### src/rtl/inst_prefetch.sv
// inst_prefetch: instruction prefetch unit with a small FIFO queue.
// Issues one word-aligned instruction read at a time, buffers returned
// words together with their fetch address, and serves them to the core
// in order. A flush redirects fetching and empties the queue; a flush
// that lands while a read is still in flight waits out that read (DROP)
// and throws its data away.
// Optional feature: define IFQ_BYPASS_EN to forward a returning word
// straight to the outputs when the queue is empty.
// Handshake: a pop happens on a cycle with o_valid && i_ready (and no
// flush); a memory read is o_mem_req held high with o_mem_addr stable
// until the cycle i_mem_ack is seen, which also carries i_mem_data.
module inst_prefetch #(
    parameter int unsigned DEPTH    = 4,
    parameter logic [31:0] RESET_PC = 32'h0000_0000
) (
    input  logic        clk,
    input  logic        rst,
    input  logic        i_flush,
    input  logic [31:0] i_flush_pc,
    output logic        o_mem_req,
    output logic [31:0] o_mem_addr,
    input  logic        i_mem_ack,
    input  logic [31:0] i_mem_data,
    output logic        o_valid,
    output logic [31:0] o_inst,
    output logic [31:0] o_pc,
    input  logic        i_ready,
    output logic [1:0]  o_dbg_state
);

    localparam int unsigned AW = (DEPTH > 1) ? $clog2(DEPTH) : 1;
    localparam int unsigned CW = AW + 1;
    localparam logic [CW-1:0] DEPTH_C = CW'(DEPTH);

    typedef enum logic [1:0] {
        ST_IDLE = 2'd0,
        ST_REQ  = 2'd1,
        ST_DROP = 2'd2
    } state_t;

    state_t        state_q, state_d;
    logic [CW-1:0] count_q, count_d;
    logic [AW-1:0] rd_ptr_q, rd_ptr_d;
    logic [AW-1:0] wr_ptr_q, wr_ptr_d;
    logic [31:0]   fpc_q, fpc_d;
    logic [31:0]   drop_addr_q, drop_addr_d;

    logic [31:0]   inst_mem_q [DEPTH];
    logic [31:0]   pc_mem_q   [DEPTH];

    logic          fetch_done;
    logic          bypass;
    logic          bypass_take;
    logic          push;
    logic          pop;
    logic [CW-1:0] count_after;

    // Queue control: which word lands where and what leaves this cycle
    always_comb begin
        fetch_done = (state_q == ST_REQ) && i_mem_ack && !i_flush;
`ifdef IFQ_BYPASS_EN
        bypass = fetch_done && (count_q == '0);
`else
        bypass = 1'b0;
`endif
        // A bypassed word consumed in its arrival cycle never enters the queue
        bypass_take = bypass && i_ready;
        push        = fetch_done && !bypass_take;
        pop         = (count_q != '0) && i_ready && !i_flush;
        count_after = count_q + CW'(push) - CW'(pop);
    end

    // State register
    always_ff @(posedge clk or negedge rst) begin
        if (!rst) begin
            state_q <= ST_IDLE;
        end else begin
            state_q <= state_d;
        end
    end

    // Next-state: keep at most one read outstanding and never overfill
    always_comb begin
        state_d = state_q;
        case (state_q)
            ST_IDLE: begin
                if (!i_flush && (count_q < DEPTH_C)) begin
                    state_d = ST_REQ;
                end
            end
            ST_REQ: begin
                if (i_flush) begin
                    state_d = i_mem_ack ? ST_IDLE : ST_DROP;
                end else if (i_mem_ack) begin
                    state_d = (count_after < DEPTH_C) ? ST_REQ : ST_IDLE;
                end
            end
            ST_DROP: begin
                // The stale read completes here; its data is discarded
                if (i_mem_ack) begin
                    state_d = ST_IDLE;
                end
            end
            default: state_d = ST_IDLE;
        endcase
    end

    // Datapath next values: fetch pointer, drop address, queue pointers
    always_comb begin
        fpc_d       = fpc_q;
        drop_addr_d = drop_addr_q;
        count_d     = count_after;
        rd_ptr_d    = rd_ptr_q;
        wr_ptr_d    = wr_ptr_q;
        if (fetch_done) begin
            fpc_d = fpc_q + 32'd4;
        end
        if (push) begin
            wr_ptr_d = wr_ptr_q + 1'b1;
        end
        if (pop) begin
            rd_ptr_d = rd_ptr_q + 1'b1;
        end
        // Remember the in-flight address so it stays stable through DROP
        if ((state_q == ST_REQ) && i_flush && !i_mem_ack) begin
            drop_addr_d = fpc_q;
        end
        if (i_flush) begin
            fpc_d    = i_flush_pc & 32'hFFFF_FFFC;
            count_d  = '0;
            rd_ptr_d = '0;
            wr_ptr_d = '0;
        end
    end

    // Control and pointer registers
    always_ff @(posedge clk or negedge rst) begin
        if (!rst) begin
            count_q     <= '0;
            rd_ptr_q    <= '0;
            wr_ptr_q    <= '0;
            fpc_q       <= RESET_PC;
            drop_addr_q <= RESET_PC;
        end else begin
            count_q     <= count_d;
            rd_ptr_q    <= rd_ptr_d;
            wr_ptr_q    <= wr_ptr_d;
            fpc_q       <= fpc_d;
            drop_addr_q <= drop_addr_d;
        end
    end

    // Queue storage; contents are only visible through the gated outputs
    always_ff @(posedge clk) begin
        if (push) begin
            inst_mem_q[wr_ptr_q] <= i_mem_data;
            pc_mem_q[wr_ptr_q]   <= fpc_q;
        end
    end

    // Outputs: memory request from state, head entry or bypassed word
    always_comb begin
        o_mem_req   = (state_q == ST_REQ) || (state_q == ST_DROP);
        o_mem_addr  = (state_q == ST_DROP) ? drop_addr_q : fpc_q;
        o_dbg_state = state_q;
        o_valid     = 1'b0;
        o_inst      = 32'h0;
        o_pc        = 32'h0;
        if (count_q != '0) begin
            o_valid = 1'b1;
            o_inst  = inst_mem_q[rd_ptr_q];
            o_pc    = pc_mem_q[rd_ptr_q];
        end else if (bypass) begin
            o_valid = 1'b1;
            o_inst  = i_mem_data;
            o_pc    = fpc_q;
        end
    end

endmodule

### config.mk
export PLATFORM = sky130hd
export DESIGN_NAME = inst_prefetch
export DESIGN_NICKNAME = d
export VERILOG_FILES = /design/src/rtl/inst_prefetch.sv
export SDC_FILE = /design/constraint.sdc
export NUM_CORES = 1
export LEC_CHECK = 0
export CAP_MARGIN = 20
export CELL_PAD_IN_SITES_DETAIL_PLACEMENT = 1
export CELL_PAD_IN_SITES_GLOBAL_PLACEMENT = 1
export CORE_ASPECT_RATIO = 0.75
export CORE_MARGIN = 5
export CORE_UTILIZATION = 50
export CTS_BUF_LIST = sky130_fd_sc_hd__clkbuf_16
export DETAILED_ROUTE_END_ITERATION = 12
export PLACE_DENSITY = 0.81
export SETUP_SLACK_MARGIN = 0.2
export SLEW_MARGIN = 10
export SYNTH_ARGS = -nofsm -noshare
export SYNTH_HDL_FRONTEND = slang
export SYNTH_SLANG_ARGS = --single-unit
### constraint.sdc
create_clock -name clk -period 8.65 [get_ports clk]
set_input_delay 0.865 -clock clk [delete_from_list [all_inputs] [get_ports clk]]
set_output_delay 0.865 -clock clk [all_outputs]
set_load 0.005 [all_outputs]
# Word-level counts from Yosys, hierarchy flattened
# Memory sizes are Yosys's and may differ from the RTL's.
# Index checks and enable logic that the tools add are counted.
[totals]
ram_bits = 256
latch_bits = 0
out_inout_bits = 100
register_bits = 73
memories = 2
input_bits = 69
rom_bits = 0
wordCells = 55
[classes]
add_sub_neg = 5
n_bitwise = 0
n_mul = 0
n_div = 0
eq_ne = 5
muxes = 20
order_cmp = 2
n_shift = 0
reduce_logical = 15
[mem_list]
columns = ["name", "depth", "width", "read_ports", "rd_clocked_by_memory_dff", "wr", "line_no", "source"]
rows = [
  ["inst_mem_q", 4, 32, 1, 0, 1, "48", "logic [31:0] inst_mem_q [DEPTH];"],
  ["pc_mem_q", 4, 32, 1, 0, 1, "49", "logic [31:0] pc_mem_q [DEPTH];"],
]
[ops]
columns = ["cell", "n"]
rows = [
  ["$mux W32", 5],
  ["$add A32 B3 Y32 const B", 1],
  ["$mux W2", 9],
  ["$logic_and A1 B1 Y1", 7],
  ["$lt A3 B3 Y1 const B", 2],
  ["$pmux W2 S3", 1],
  ["$add A2 B1 Y2 const B", 2],
  ["$mux W1", 4],
  ["$ne A2 B2 Y1 const B", 2],
  ["$reduce_bool A2 Y1", 2],
  ["$add A3 B1 Y3", 1],
  ["$mux W3", 1],
  ["$ne A3 B3 Y1 const B", 1],
  ["$reduce_and A3 Y1", 1],
  ["$reduce_bool A3 Y1", 1],
  ["$sub A3 B1 Y3", 1],
  ["$eq A2 B1 Y1 const B", 1],
  ["$eq A2 B2 Y1 const B", 1],
  ["$logic_not A1 Y1", 2],
  ["$logic_not A2 Y1", 1],
  ["$logic_or A1 B1 Y1", 1],
]

# Logic depth before layout (Yosys ltp)
# Gate-level depths: netlist of run 1.
[logic_depth]
word_depth = 10
depth_mapped = 14
mapped_depth_nobuf = 14

# Least setup slack after synthesis of run 1
# No wires, ideal clock.
[synth_path]
kind = "in2reg"
start = "in i_flush"
end = "mem inst_mem_q[0][0] (enable)"
slack_ps = 5386
required_ps = 8223
stages = 3
n_path_buf = 1
t_arrival_ps = 2837
path_cell_list = "clkbuf_1 nor2b_1 and3_1"
[synth_between]
elab_chain_cells = 4
[synth_rtl]
columns = ["item", "line_no", "source"]
rows = [
  ["start, declared", "18", "input logic i_flush,"],
  ["$logic_not A1 Y1", "60", "fetch_done = (state_q == ST_REQ) && i_mem_ack && !i_flush;"],
  ["$logic_and A1 B1 Y1", "60", ""],
  ["$mux W1", "155", "if (push) begin"],
  ["$mux W1 (implied by the code)", "156", "inst_mem_q[wr_ptr_q] <= i_mem_data;"],
  ["end, declared", "48", ""],
]
# Every way passes these cells.

# Final worst setup path of run 1
[layout_path]
start = "reg rd_ptr_q[0]"
end = "out o_pc[28]"
[layout_between]
elab_chain_cells = 2
[layout_rtl]
columns = ["item", "line_no", "source"]
rows = [
  ["start, declared", "43", "logic [AW-1:0] rd_ptr_q, rd_ptr_d;"],
  ["start signal, assigned", "146", "rd_ptr_q <= rd_ptr_d;"],
  ["$mem_v2 Z4 W32", "-", ""],
  ["$mux W32", "169", "if (count_q != '0) begin"],
  ["end, declared", "26", "output logic [31:0] o_pc,"],
]
# Every way passes these cells.

==> results.toml, run 1 <==
[timing]
rsz0062_at_grt = "no"
post-route-period-util_pct = 48.8
maxSlewViolCount = 0
period_minus_slack_ns = 4.22
max_slew_margin_pct = 31.5
tightest_slew_ns = 1.03
setup_viol = 0
timing.fmax_mhz = 237
finalHoldViolCount = 0
fin_hold_ws_ns = 0.434
finalSetupTns_ns = 0
finalClockSkew_ns = 0.0132

[logic_synthesis]
synthCells = 749
netlist_area_um2 = 13100
ys.flop_type = "edfxtp_1"
synth-seq-cells = 317
ys_seq_area_share_pct = 70.1
syn_area_per_cell_um2 = 17.5
synth-edff-count = 248
synthArstFlopShare_pct = 21.8
ys_types = 37
ys_warn_count = 0

[power_and_ir_drop]
power_density_nw_per_um2 = 275
peakVddDrop_v = 0.000174
p_leak_nw = 5.46

[detailed_routing]
routed_wirelength_um = 30300
drtIter0Drc = 352
first_pass_iters = 5
drc = 0
routedWlPerCell_um = 23.6
ant_nets = 0
vias = 7180
via_per_inst = 5.60

[global_routing]
gr-total-overflow = 0
antenna_found_initial = 1
grt_max_degree = 72
first_global_vias = 7840
grt_use_total_pct = 20.6
grt_pass1_wl_um = 46800

[place]
place_congestion = 0.726
dp_hpwl_um = 19000
port_buffers = 162
postPlaceCellArea_um2 = 15000

[worst_setup_path]
reg2reg_depth = 14
start_kind = "register"
worstPathArrival_ns = 3.35
cp.required_ns = 7.79
cp-end-kind = "output port"
rrSetupSlack_ns = 5.13
worst_r2r_endpoint = "o_dbg_state[0]"
critPathKind = "reg2out"
cp_max_fo = 36
r2r_start = "count_q[1]"

[clock_network]
cts_resized = 0
cts_buffer_depth = 3
cts-htree-levels = 1
cts_made_buffers = 31
worstSkewPairLatency_ns = 0.55
cts.sinks = 317
post_cts_buffers = 0
root_buffer = "clkbuf_16"
cts_tree = "done"
clk_pin_slew_ns = 0.06
cts_hold_buf = 0

[finish]
diodes = 0
drive_gt1_share_pct = 19.3
multi_input_comb_area_um2 = 3710
layout_commonest_cell = "edfxtp_1"
nets = 992
fin_area_um2 = 15900
ff_latch_area_um2 = 9180
final_cell_mix = "edfxtp_1 (248), clkdlybuf4s50_1 (160), dfrtp_1 (67), and2_1 (63), mux4_2 (62)"
syn_to_final_growth_pct = 21.6
fin_util_pct = 61.6
nFillCells = 2290

[floorplan]
die_h_um = 150
core.rowCount = 51
die_w_um = 197
start_util_pct = 50.6
die_area_um2 = 29500
core_area_um2 = 25800
io_pins = 169

[job]
cap_violations = 0

[worst_hold_path]
hold_class = "in2async"

[outcome]
status = "completed"
how the worst max path moves through the flow:
stage                     cells past startpoint        start  slack (ns)               end
after CTS                                     4  rd_ptr_q[0]        4.30        o_inst[15]
after detailed placement                     14      i_flush        4.89    o_dbg_state[0]
final                                         4  rd_ptr_q[0]        4.43          o_pc[28]
after floorplan                               3      i_flush        5.39  inst_mem_q[0][0]
after global placement                        4  rd_ptr_q[0]        4.91          o_pc[28]
after global routing                          4  rd_ptr_q[0]        4.18          o_pc[25]
where the power goes:
part	internal [W]	switching [W]
clock	0.000646	0.000545
combinational	0.000724	0.000505
sequential	0.00182	0.000141
total	0.00319	0.00119
cells in the mapped netlist, types with 2 or more instances:
master	count	area, um^2
a21oi_1	4	20.0
and2_1	63	394
and3_1	9	56.3
buf_1	4	15.0
buf_2	11	55.1
buf_4	4	30.0
clkbuf_1	23	86.3
dfrtp_1	69	1730
edfxtp_1	248	7450
ha_1	10	125
inv_1	8	30.0
mux2_2	58	653
mux2i_1	2	20.0
mux4_2	62	1400
nand2_1	46	173
nand3_1	11	55.1
nand4_1	15	93.8
nor2_1	16	60.1
nor2b_1	2	12.5
nor4_1	4	25.0
nor4_4	2	42.5
o21ai_0	8	40.0
o21ai_1	24	120
xnor2_1	9	78.8
xor2_1	25	219
logic make-up (layout without fill, tap and decap cells):
kind of cell / count (synthesis) / count (layout) / share of synthesized area [%]
xor gates and xnor gates: 34 / 34 / 2.28
adders and majority gates: 11 / 11 / 1.11
buffers and inverters: 51 / 236 / 1.74
muxes: 122 / 122 / 15.8
DFF: 317 / 317 / 70.1
other: 1 / 4 / 0.0287
AOI/OAI and AO/OA: 39 / 39 / 1.57
and+or+nand+nor: 174 / 174 / 7.37
critical path, cell delays in order, from the launching register on:
cell and delay (ns):
dfrtp_4 0.83, buf_4 0.71, mux4_2 0.58, and2_1 0.17
clkdlybuf4s50_1 0.50
layer usage:
metal | share of wire [%] | global-route usage, %
met3 | 6.0 | 4.68
met5 | 0.023 | 0
met1 | 44 | 28.7
met2 | 49 | 34.6
met4 | 1.1 | 3.01
stage by stage:
step	total power [W]	instances	setup WS (ns)
floorplan	0.00260	752	5.39
global placement	0.00319	1223	4.91
detailed placement	0.00324	1223	4.89
CTS	0.00444	1281	4.30
global route	0.00460	1281	4.18
finish	0.00438	1281	4.43
area by class of cell:
| type | count | area share (%) |
|---|---|---|
| sequential | 317 | 57.7 |
| timing repair buffer | 170 | 10.5 |
| multi-input combinational | 384 | 23.3 |
| tap | 344 | 2.70 |
| clock inverter | 27 | 0.747 |
| inverter | 8 | 0.189 |
| clock buffer | 31 | 4.87 |
state kept, by name, indices dropped and copies added (netlist names):
name and cells:
count_q 3, drop_addr_q 30, fpc_q 30, inst_mem_q 128, o_dbg_state 2, pc_mem_q 120, rd_ptr_q 2, wr_ptr_q 2
No activity file was read; power rests on OpenSTA's default activity.
==> inputs of run 2 (changes only) <==
Settings changed: CORE_UTILIZATION 50 to 47, PLACE_DENSITY 0.81 to 0.77.
Clock period 8.65 ns to 4 ns, I/O delays scaled along.
==> run 2 against run 1 <==
Net effect:
- sequential power grew 120%
- register-to-register slack lost 4.2 ns
- global-route usage shrank 1.3 points
- routed wire length shrank 2.5%
- first-iteration DRC count grew 30%
- total power grew 130%
- sequential cell count is the same
- cell area grew 1.5%
- worst hold slack lost 0.40 ns
- via count shrank 1.1%
- clock power grew to 2.6 times the previous value
==> results.toml, run 2 (synthesis results as in run 1) <==
[outcome]
status = "completed"

[timing]
maxSlewViolCount = 0
rsz0062_at_grt = "no"
max_slew_margin_pct = 31.2
finalSetupTns_ns = 0
setup_ws_ns = 0.772
setup_viol = 0
timing.fmax_mhz = 310
period_minus_slack_ns = 3.23
post-route-period-util_pct = 80.7
tightest_slew_ns = 1.03
finalClockSkew_ns = 0.0149
finalHoldViolCount = 0

[worst_setup_path]
cp-end-kind = "output port"
cp.required_ns = 3.60
start_kind = "register"
critPathKind = "reg2out"
cp_max_fo = 31
worstPathArrival_ns = 2.83

[global_routing]
gr-total-overflow = 0
grt_use_total_pct = 19.3
antenna_found_initial = 1
first_global_vias = 7898
grt_pass1_wl_um = 47100
grt_max_degree = 71

[finish]
nFillCells = 2466
nets = 994
largest-register = "inst_mem_q"
drive_gt1_share_pct = 19.7
largestRegisters = "inst_mem_q x128, pc_mem_q x120"
final_cells = 1290
diodes = 0
layout_commonest_cell = "edfxtp_1"
syn_to_final_growth_pct = 23.5
fin_area_um2 = 16200
largest_register_ffs = 128
final_cell_mix = "edfxtp_1 (248), clkdlybuf4s50_1 (160), dfrtp_1 (67), and2_1 (63), mux4_2 (62)"

[clock_network]
cts_hold_buf = 0
cts_tree = "done"
post_cts_buffers = 0
cts-htree-levels = 2
root_buffer = "clkbuf_16"
clk_pin_slew_ns = 0.06
cts.sinks = 317
cts_resized = 0
cts_buffer_depth = 3
worstSkewPairLatency_ns = 0.51
cts_made_buffers = 34

[power_and_ir_drop]
p_leak_nw = 5.55
peakVddDrop_v = 0.000350
power_density_nw_per_um2 = 618

[detailed_routing]
first_pass_iters = 4
drc = 0
via_per_inst = 5.50
ant_nets = 0
routed_wirelength_um = 29500
drtIter0Drc = 457
routedWlPerCell_um = 22.9
vias = 7098

[floorplan]
die_area_um2 = 31300
core.rowCount = 52
io_pins = 169
die_w_um = 203
start_util_pct = 48.1
die_h_um = 155
core_area_um2 = 27200

[worst_hold_path]
hold_class = "in2async"

[job]
cap_violations = 0

[place]
dp.cells = 1229
postPlaceCellArea_um2 = 15100
port_buffers = 162
dpl_worst_slack_ns = 0.959
place_congestion = 0.731
dp_hpwl_um = 17900
-- run 2: cell count changes in the layout (fill, tap and decap cells not counted), moves of 3 or more --
cell	previous run	this run
bufinv_16	0	3
clkinv_2	4	1
clkbuf_16	31	37
buf_4	9	6
-- run 2: final cells by class --
class                      instances  area [um^2]  share of cell area [%]
inverter                           8         30.0                   0.186
multi-input combinational        384         3720                    23.0
tap                              351          439                    2.72
clock buffer                      37          926                    5.73
sequential                       317         9180                    56.8
clock inverter                    24          178                    1.10
timing repair buffer             169         1690                    10.5
-- run 2: through the flow --
stage               utilization [%]  hold WS (ns)  power [W]
global route                   59.4        0.0957     0.0105
global placement               55.4         0.463    0.00695
CTS                            59.4        0.0760     0.0101
finish                         59.4        0.0304    0.00998
floorplan                         -         0.104    0.00562
detailed placement             55.4         0.479    0.00703
-- run 2: critical path: stages, from the launching register on --
cell and delay [ns]:
dfrtp_4 0.79, buf_12 0.34, mux4_2 0.54, and2_1 0.18, clkdlybuf4s50_1 0.47
-- run 2: where the power goes --
group	total [W]	switching (W)	internal, W
Combinational	0.00267	0.00108	0.00159
Clock	0.00308	0.00122	0.00185
Sequential	0.00424	0.000309	0.00393
-- run 2: final timing paths --
path                                 startpoint              end  slack (ns)  cells past startpoint
worst max-delay path                rd_ptr_q[0]         o_pc[29]        0.77                      4
worst min-delay path                        rst        fpc_q[19]        0.03                      1
worst max register to register   o_dbg_state[1]   o_dbg_state[0]        0.95                     14
worst min register to register  drop_addr_q[28]  drop_addr_q[28]        0.49                      2
max in group asynchronous                   rst      rd_ptr_q[0]        3.22                      1
min in group clk                        i_flush        fpc_q[29]        0.33                      4
-- run 2: per-layer routing --
metal / GRT usage [%] / part of all wire (%)
met3: 3.77 / 4.8
met1: 27.8 / 45
met2: 31.3 / 48
met5: 0 / 0.044
met4: 4.14 / 1.6
